==> src/rtl/inst_queue_pkg.sv <==
// Shared pipeline header: instruction type, queue depth and small helpers.
// Latency: n/a (types and functions only).
// Backpressure: n/a.
package inst_queue_pkg;

    // Default number of instruction entries held between decode and issue.
    localparam int INST_QUEUE_DEPTH = 8;

    // Decoded instruction as it travels from decode to issue.
    typedef struct packed {
        logic [15:0] pc;
        logic [15:0] op;
    } inst_t;

    // Number of set bits in a 2-bit lane mask (0, 1 or 2).
    function automatic logic [1:0] popcount2(input logic [1:0] v);
        return {1'b0, v[0]} + {1'b0, v[1]};
    endfunction

endpackage

==> src/rtl/inst_queue_if.sv <==
// Decode->queue write bundle and queue->issue read bundle.
// Latency: n/a (wires only).
// Backpressure: w_ready_o throttles decode; issue reports consumption via issued_i.
//   master: decode/issue side (drives w_inst_i, w_valid_i, issued_i)
//   slave : instruction queue (drives w_ready_o, inst_o, valid_o)
interface inst_queue_if;
    import inst_queue_pkg::*;

    inst_t [1:0] w_inst_i;    // lane 0 is the older instruction
    logic  [1:0] w_valid_i;   // 00, 01 or 11
    logic        w_ready_o;   // room for a full pair
    inst_t [1:0] inst_o;      // two oldest entries, lane 0 oldest
    logic  [1:0] valid_o;     // 00, 01 or 11
    logic  [1:0] issued_i;    // lanes consumed by issue: 00, 01 or 11

    modport master (
        output w_inst_i, w_valid_i, issued_i,
        input  w_ready_o, inst_o, valid_o
    );

    modport slave (
        input  w_inst_i, w_valid_i, issued_i,
        output w_ready_o, inst_o, valid_o
    );
endinterface

==> src/rtl/inst_queue_bank.sv <==
// One storage bank (even or odd indices) of the instruction queue.
// Latency: write visible on read port after the next clk edge; read is combinational.
// Backpressure: none, the controller only enables writes it has accepted.
//   Ports: clk; we/waddr/wdata single write port; raddr/rdata single read port.
module inst_queue_bank
    import inst_queue_pkg::*;
#(
    parameter int ENTRIES = 4,
    parameter int AW      = $clog2(ENTRIES)
) (
    input  logic          clk,
    input  logic          we,
    input  logic [AW-1:0] waddr,
    input  inst_t         wdata,
    input  logic [AW-1:0] raddr,
    output inst_t         rdata
);

    // Payload storage needs no reset: validity is tracked by the controller.
    inst_t mem [ENTRIES];

    always_ff @(posedge clk) begin
        if (we) begin
            mem[waddr] <= wdata;
        end
    end

    assign rdata = mem[raddr];

endmodule

==> src/rtl/inst_queue.sv <==
// Dual-lane instruction queue: takes up to 2 decoded insts/cycle, presents oldest 2 to issue.
// Latency: 1 cycle write->inst_o; 0 cycles when empty with INST_QUEUE_BYPASS_EN defined.
// Backpressure: w_ready_o=1 only while a full pair fits; writes seen while low are dropped.
//   Ports: clk, rst (sync, active-high), flush_i (redirect), q (inst_queue_if.slave).
//   Optional macro INST_QUEUE_BYPASS_EN: empty-queue combinational bypass decode->issue.
module inst_queue
    import inst_queue_pkg::*;
#(
    parameter int DEPTH = INST_QUEUE_DEPTH
) (
    input  logic         clk,
    input  logic         rst,
    input  logic         flush_i,
    inst_queue_if.slave  q
);

    localparam int PW = $clog2(DEPTH);   // pointer width
    localparam int CW = PW + 1;          // count width, holds 0..DEPTH
    localparam int BW = PW - 1;          // per-bank address width

    logic [PW-1:0] rd_ptr, wr_ptr;
    logic [CW-1:0] count;

    logic          w_ready;
    logic          bypass;
    logic [1:0]    valid_q;
    inst_t [1:0]   inst_q;
    logic [1:0]    nw, ni, st_n, rd_adv;
    inst_t [1:0]   st_inst;
    logic          st_we0, st_we1;

    logic          even_we, odd_we;
    logic [BW-1:0] even_waddr, odd_waddr, even_raddr, odd_raddr;
    inst_t         even_wdata, odd_wdata, even_rdata, odd_rdata;

    // Registered count only, so issue never reaches back into decode's ready.
    assign w_ready     = (count <= CW'(DEPTH - 2));
    assign q.w_ready_o = w_ready;

`ifdef INST_QUEUE_BYPASS_EN
    assign bypass = (count == '0);
`else
    assign bypass = 1'b0;
`endif

    // ---------------- read side ----------------
    // Entry rd_ptr lives in the bank selected by rd_ptr[0]; its neighbour is in
    // the other bank. When rd_ptr is odd the even neighbour is one row further.
    assign odd_raddr  = rd_ptr[PW-1:1];
    assign even_raddr = rd_ptr[PW-1:1] + BW'(rd_ptr[0]);

    assign inst_q[0] = rd_ptr[0] ? odd_rdata  : even_rdata;
    assign inst_q[1] = rd_ptr[0] ? even_rdata : odd_rdata;

    assign valid_q = (count == '0)           ? 2'b00 :
                     (count == CW'(1))       ? 2'b01 : 2'b11;

    assign q.inst_o  = bypass ? q.w_inst_i  : inst_q;
    assign q.valid_o = bypass ? q.w_valid_i : valid_q;

    // Issue may only consume what it was shown; masking keeps count from underflowing.
    assign ni = popcount2(q.issued_i & q.valid_o);
    assign nw = w_ready ? popcount2(q.w_valid_i) : 2'd0;

    // ---------------- write side ----------------
    // In bypass, lanes consumed this cycle never touch storage; the survivors
    // are shifted down so the oldest survivor lands at wr_ptr.
    always_comb begin
        st_n       = nw;
        rd_adv     = ni;
        st_inst[0] = q.w_inst_i[0];
        st_inst[1] = q.w_inst_i[1];
        if (bypass) begin
            st_n   = nw - ni;
            rd_adv = 2'd0;
            if (ni == 2'd1) begin
                st_inst[0] = q.w_inst_i[1];
            end
        end
    end

    assign st_we0 = (st_n != 2'd0) && !flush_i && !rst;
    assign st_we1 = (st_n == 2'd2) && !flush_i && !rst;

    // Lane->bank swizzle, mirror image of the read side.
    assign odd_waddr  = wr_ptr[PW-1:1];
    assign even_waddr = wr_ptr[PW-1:1] + BW'(wr_ptr[0]);
    assign even_we    = wr_ptr[0] ? st_we1     : st_we0;
    assign odd_we     = wr_ptr[0] ? st_we0     : st_we1;
    assign even_wdata = wr_ptr[0] ? st_inst[1] : st_inst[0];
    assign odd_wdata  = wr_ptr[0] ? st_inst[0] : st_inst[1];

    inst_queue_bank #(.ENTRIES(DEPTH / 2)) u_even (
        .clk   (clk),
        .we    (even_we),
        .waddr (even_waddr),
        .wdata (even_wdata),
        .raddr (even_raddr),
        .rdata (even_rdata)
    );

    inst_queue_bank #(.ENTRIES(DEPTH / 2)) u_odd (
        .clk   (clk),
        .we    (odd_we),
        .waddr (odd_waddr),
        .wdata (odd_wdata),
        .raddr (odd_raddr),
        .rdata (odd_rdata)
    );

    // ---------------- pointers / count ----------------
    // Reset and flush have the same effect; either one discards the cycle's
    // writes and issues.
    always_ff @(posedge clk) begin
        if (rst || flush_i) begin
            rd_ptr <= '0;
            wr_ptr <= '0;
            count  <= '0;
        end else begin
            rd_ptr <= rd_ptr + PW'(rd_adv);
            wr_ptr <= wr_ptr + PW'(st_n);
            count  <= count + CW'(st_n) - CW'(rd_adv);
        end
    end

`ifndef SYNTHESIS
    always @(posedge clk) begin
        if (!rst) begin
            assert (q.w_valid_i != 2'b10)
                else $error("inst_queue: illegal w_valid_i pattern 2'b10");
            assert (q.issued_i != 2'b10)
                else $error("inst_queue: illegal issued_i pattern 2'b10");
        end
    end
`endif

endmodule

==> src/flat_wrapper.sv <==
// flat-port wrapper written by rule: the top's interface ports become plain ports
module inst_queue_flat import inst_queue_pkg::*;
#(
    parameter int DEPTH = INST_QUEUE_DEPTH
)
  (clk, rst, flush_i, q_w_inst_i, q_w_valid_i, q_issued_i, q_w_ready_o, q_inst_o, q_valid_o);
  inst_queue_if q_i ();
  input  logic clk;
  input  logic rst;
  input  logic flush_i;
  input wire logic [$bits(q_i.w_inst_i)-1:0] q_w_inst_i;
  input wire logic [$bits(q_i.w_valid_i)-1:0] q_w_valid_i;
  input wire logic [$bits(q_i.issued_i)-1:0] q_issued_i;
  output wire logic [$bits(q_i.w_ready_o)-1:0] q_w_ready_o;
  output wire logic [$bits(q_i.inst_o)-1:0] q_inst_o;
  output wire logic [$bits(q_i.valid_o)-1:0] q_valid_o;
  assign q_i.w_inst_i = q_w_inst_i;
  assign q_i.w_valid_i = q_w_valid_i;
  assign q_i.issued_i = q_issued_i;
  assign q_w_ready_o = q_i.w_ready_o;
  assign q_inst_o = q_i.inst_o;
  assign q_valid_o = q_i.valid_o;
  inst_queue #(.DEPTH(DEPTH)) u_core (.clk(clk), .rst(rst), .flush_i(flush_i), .q(q_i));
endmodule
==> config.mk <==
export PLATFORM = sky130hd
export DESIGN_NAME = inst_queue_flat
export DESIGN_NICKNAME = d
export VERILOG_FILES = /design/src/rtl/inst_queue_pkg.sv /design/src/rtl/inst_queue_if.sv /design/src/rtl/inst_queue_bank.sv /design/src/rtl/inst_queue.sv /design/src/flat_wrapper.sv
export SDC_FILE = /design/constraint.sdc
export NUM_CORES = 1
export LEC_CHECK = 0
export CORE_UTILIZATION = 30
export CTS_CLUSTER_DIAMETER = 100
export DETAILED_ROUTE_END_ITERATION = 16
export PLACE_DENSITY_LB_ADDON = 0.08
export SLEW_MARGIN = 20
export SYNTH_ARGS = -nofsm -noshare
export SYNTH_HDL_FRONTEND = slang
export SYNTH_SLANG_ARGS = --single-unit
==> constraint.sdc <==
create_clock -name clk -period 5.2 [get_ports clk]
set_clock_uncertainty 0.15 [all_clocks]
set_input_delay 0.52 -clock clk [delete_from_list [all_inputs] [get_ports clk]]
set_output_delay 0.52 -clock clk [all_outputs]
set_load 0.02 [all_outputs]
==> results.toml <==
[sta]
setup_tns_ps = 0
tightest_slew_ps = 1040
max_freq_ghz = 0.244
hold_viol = 0
setup_violations = 0
slew_headroom_pct = 30.7
hold_slack_ps = 520
drv_slew = 0
grt_setup_unrepaired = "false"
period_minus_slack_ps = 4100
post-route-period-util_pct = 78.9

[clock_tree]
htreeDepth = 1
cts_tree = "done"
cts_buffers = 30
cts.clk_slew.worst_paths_ps = 60
postCtsSetupBuffers = 0
cts_hold_buf = 0
clockBufferDepth = 3
clk-insertion-delay-late_ps = 540
root_buffer = "clkbuf_16"
ctsResizeCount = 0
clock_sinks = 266

[power]
pwr-share-comb_pct = 26.2
p_int_mw = 4.55
powerDensity_nw_per_um2 = 417
switchingPower_mw = 1.62
ir_worst_vdd_mv = 0.281
swShare_pct = 26.3
p_leak_nw = 4.87
p_seq_share_pct = 40.3
clkPwrFrac_pct = 33.6

[setup_path]
worst_ep_arrival_time_ps = 3430
crit_chain = "ha_4 -> xnor2_4 -> buf_4 -> mux4_1 -> mux2_2 -> clkdlybuf4s50_1"
cp-end-kind = "output port"
cp.required_ps = 4530
critical_path_buf_inv_count = 2
rrSetupSlack_ps = 2470
cp_top_family = "buffers and inverters"
crit_fanout = 25
cpPeakStageDelay_ps = 790
setup.worst_path.class = "flop to output port"
cp-start-kind = "flop"
crit_slowest_cell = "xnor2_4"

[grt]
grt_first_pass_wirelength_um = 39700
track_usage_pct = 13.8
grt_start_max_net_pins = 69
grt.overflow.total = 0
antenna_found_initial = 4
grt_pass1_vias = 6289

[die]
die_y_um = 200
pin_count = 138
die_x_um = 200
dieArea_um2 = 40000
coreArea_um2 = 38600
initial_core_util_pct = 30.4
rows = 72

[outcome]
outcome = "completed"

[drt]
wl_per_cell_um = 21.4
drt_iter0_drc = 198
drt_wl_total_um = 27000
route.detailed.drc = 0
antenna_left = 0
via_count = 5914
via_per_inst = 4.69
firstDrtPassIters = 4

[layout]
final_core_util_pct = 38.3
regArea_um2 = 7900
nFillCells = 3508
areaGrowthSynthToFinish_pct = 25.9
drive_gt1_share_pct = 27.5
fin_cells = 1262
finalNetCount = 806
multiInputGateArea_um2 = 3720

[synth]
async_flop_share_pct = 0
yosys_warnings = 0
synth.yosys.seq_area_share_pct = 67.0
ys_types = 29
synth_most_common_cell = "edfxtp_1"
syn_avg_cell_area_um2 = 21.0
netlist_area_um2 = 11800
synth_area_leaders = "edfxtp_1 (65%), mux4_1 (14%), mux2_2 (12%)"
ys.flop_type = "edfxtp_1"
synth.net_count = 648
ys_seq_elements = 266
yosysTopAreaCell = "edfxtp_1"
synth_top_cell_area_share_pct = 65.3
netlist_instances = 561
synth_edf_count = 256
synthTopCellsByCount = "edfxtp_1 (256), mux2_2 (128), mux4_1 (64)"

[placed_design]
io_buffers = 137
placed_cells = 1205
routabilityCongestion = 0.672
hpwl_um = 16800

[job]
drv_cap = 0

[worst_hold_path]
hp-class = "primary input to flop"
[layout make-up]
type	count	share of cell area, %
repair buffers	157	10.3
clock inverters	18	1.23
clock buffers	37	5.39
well taps	518	4.38
diodes	2	0.0338
flip-flops and latches	266	53.3
inverters	10	0.253
multi-input cells	254	25.1
[worst paths after layout]
check,start,end,cells after the start
worst max-delay path,u_core.rd_ptr[0]$_SDFF_PP0_,q_inst_o[35],6
worst max register to register,u_core.wr_ptr[0]$_SDFF_PP0_,u_core.u_even.mem[3][13]$_DFFE_PP_,4
worst min register to register,u_core.wr_ptr[2]$_SDFF_PP0_,u_core.wr_ptr[2]$_SDFF_PP0_,2
worst min-delay path,flush_i,u_core.rd_ptr[2]$_SDFF_PP0_,2
[routing by layer]
layer / wire length, µm / vias up / GRT usage, %
met3: 1190 / 37 / 2.52
met2: 13100 / 125 / 23.2
met5: 27 / - / 0
li1: - / 2691 / -
met4: 451 / 4 / 3.22
met1: 12300 / 3057 / 18.5
[worst register-to-register path, delay by kind of cell (launching register included)]
family	cells	cell delay, ps
buf+inv	1	410
xor+xnor	1	120
flops	1	990
simple gates	1	330
fa+ha+maj	1	360
[cell usage in the layout, fill, tap and decap left out, types with 3 or more instances in the layout]
master           count
edfxtp_1           256
clkdlybuf4s50_1    137
mux2_2             128
mux4_1              64
clkbuf_16           31
buf_4               20
ha_1                11
inv_1               10
and2_1               8
clkinv_1             8
clkbuf_1             6
dfxtp_1              6
clkinv_2             5
nand3_1              4
nand2_1              4
xnor2_1              4
fa_1                 4
bufinv_16            4
nor4_2               3
nor3_2               3
nor3_1               3
[logic make-up after synthesis]
kind of cell / count (synthesis) / synth area share, %
xor gates and xnor gates: 6 / 0.510
and+or+nand+nor: 34 / 1.62
DFF: 266 / 67.0
adders and majority gates: 16 / 1.96
buffers and inverters: 41 / 1.95
muxes: 193 / 26.6
AOI/OAI and AO/OA: 5 / 0.308
[stage by stage]
step	total power [mW]	setup WS (ps)	instance area, µm²
after floorplan	3.54	17.1	11800
after global placement	4.14	1470	13800
after detailed placement	4.16	1450	13800
after CTS	6.26	869	14800
after global routing	6.45	880	14800
final	6.17	1100	14800
[registers in the layout, summed over array words and instances (netlist names)]
name and count:
u_core.u_even.mem 128, u_core.rd_ptr 3, u_core.count 4, u_core.wr_ptr 3
u_core.u_odd.mem 128
[power groups by stage]
| stage | logic, mW | clock network (mW) | registers [mW] |
|---|---|---|---|
| 2_1_floorplan | 1.04 | 0 | 2.50 |
| 3_3_place_gp | 1.62 | 0 | 2.52 |
| 3_5_place_dp | 1.63 | 0 | 2.53 |
| 4_1_cts | 1.64 | 2.14 | 2.48 |
| 5_1_grt | 1.74 | 2.22 | 2.49 |
| 6_report | 1.61 | 2.07 | 2.48 |
Power figures use the tool's default switching activity.
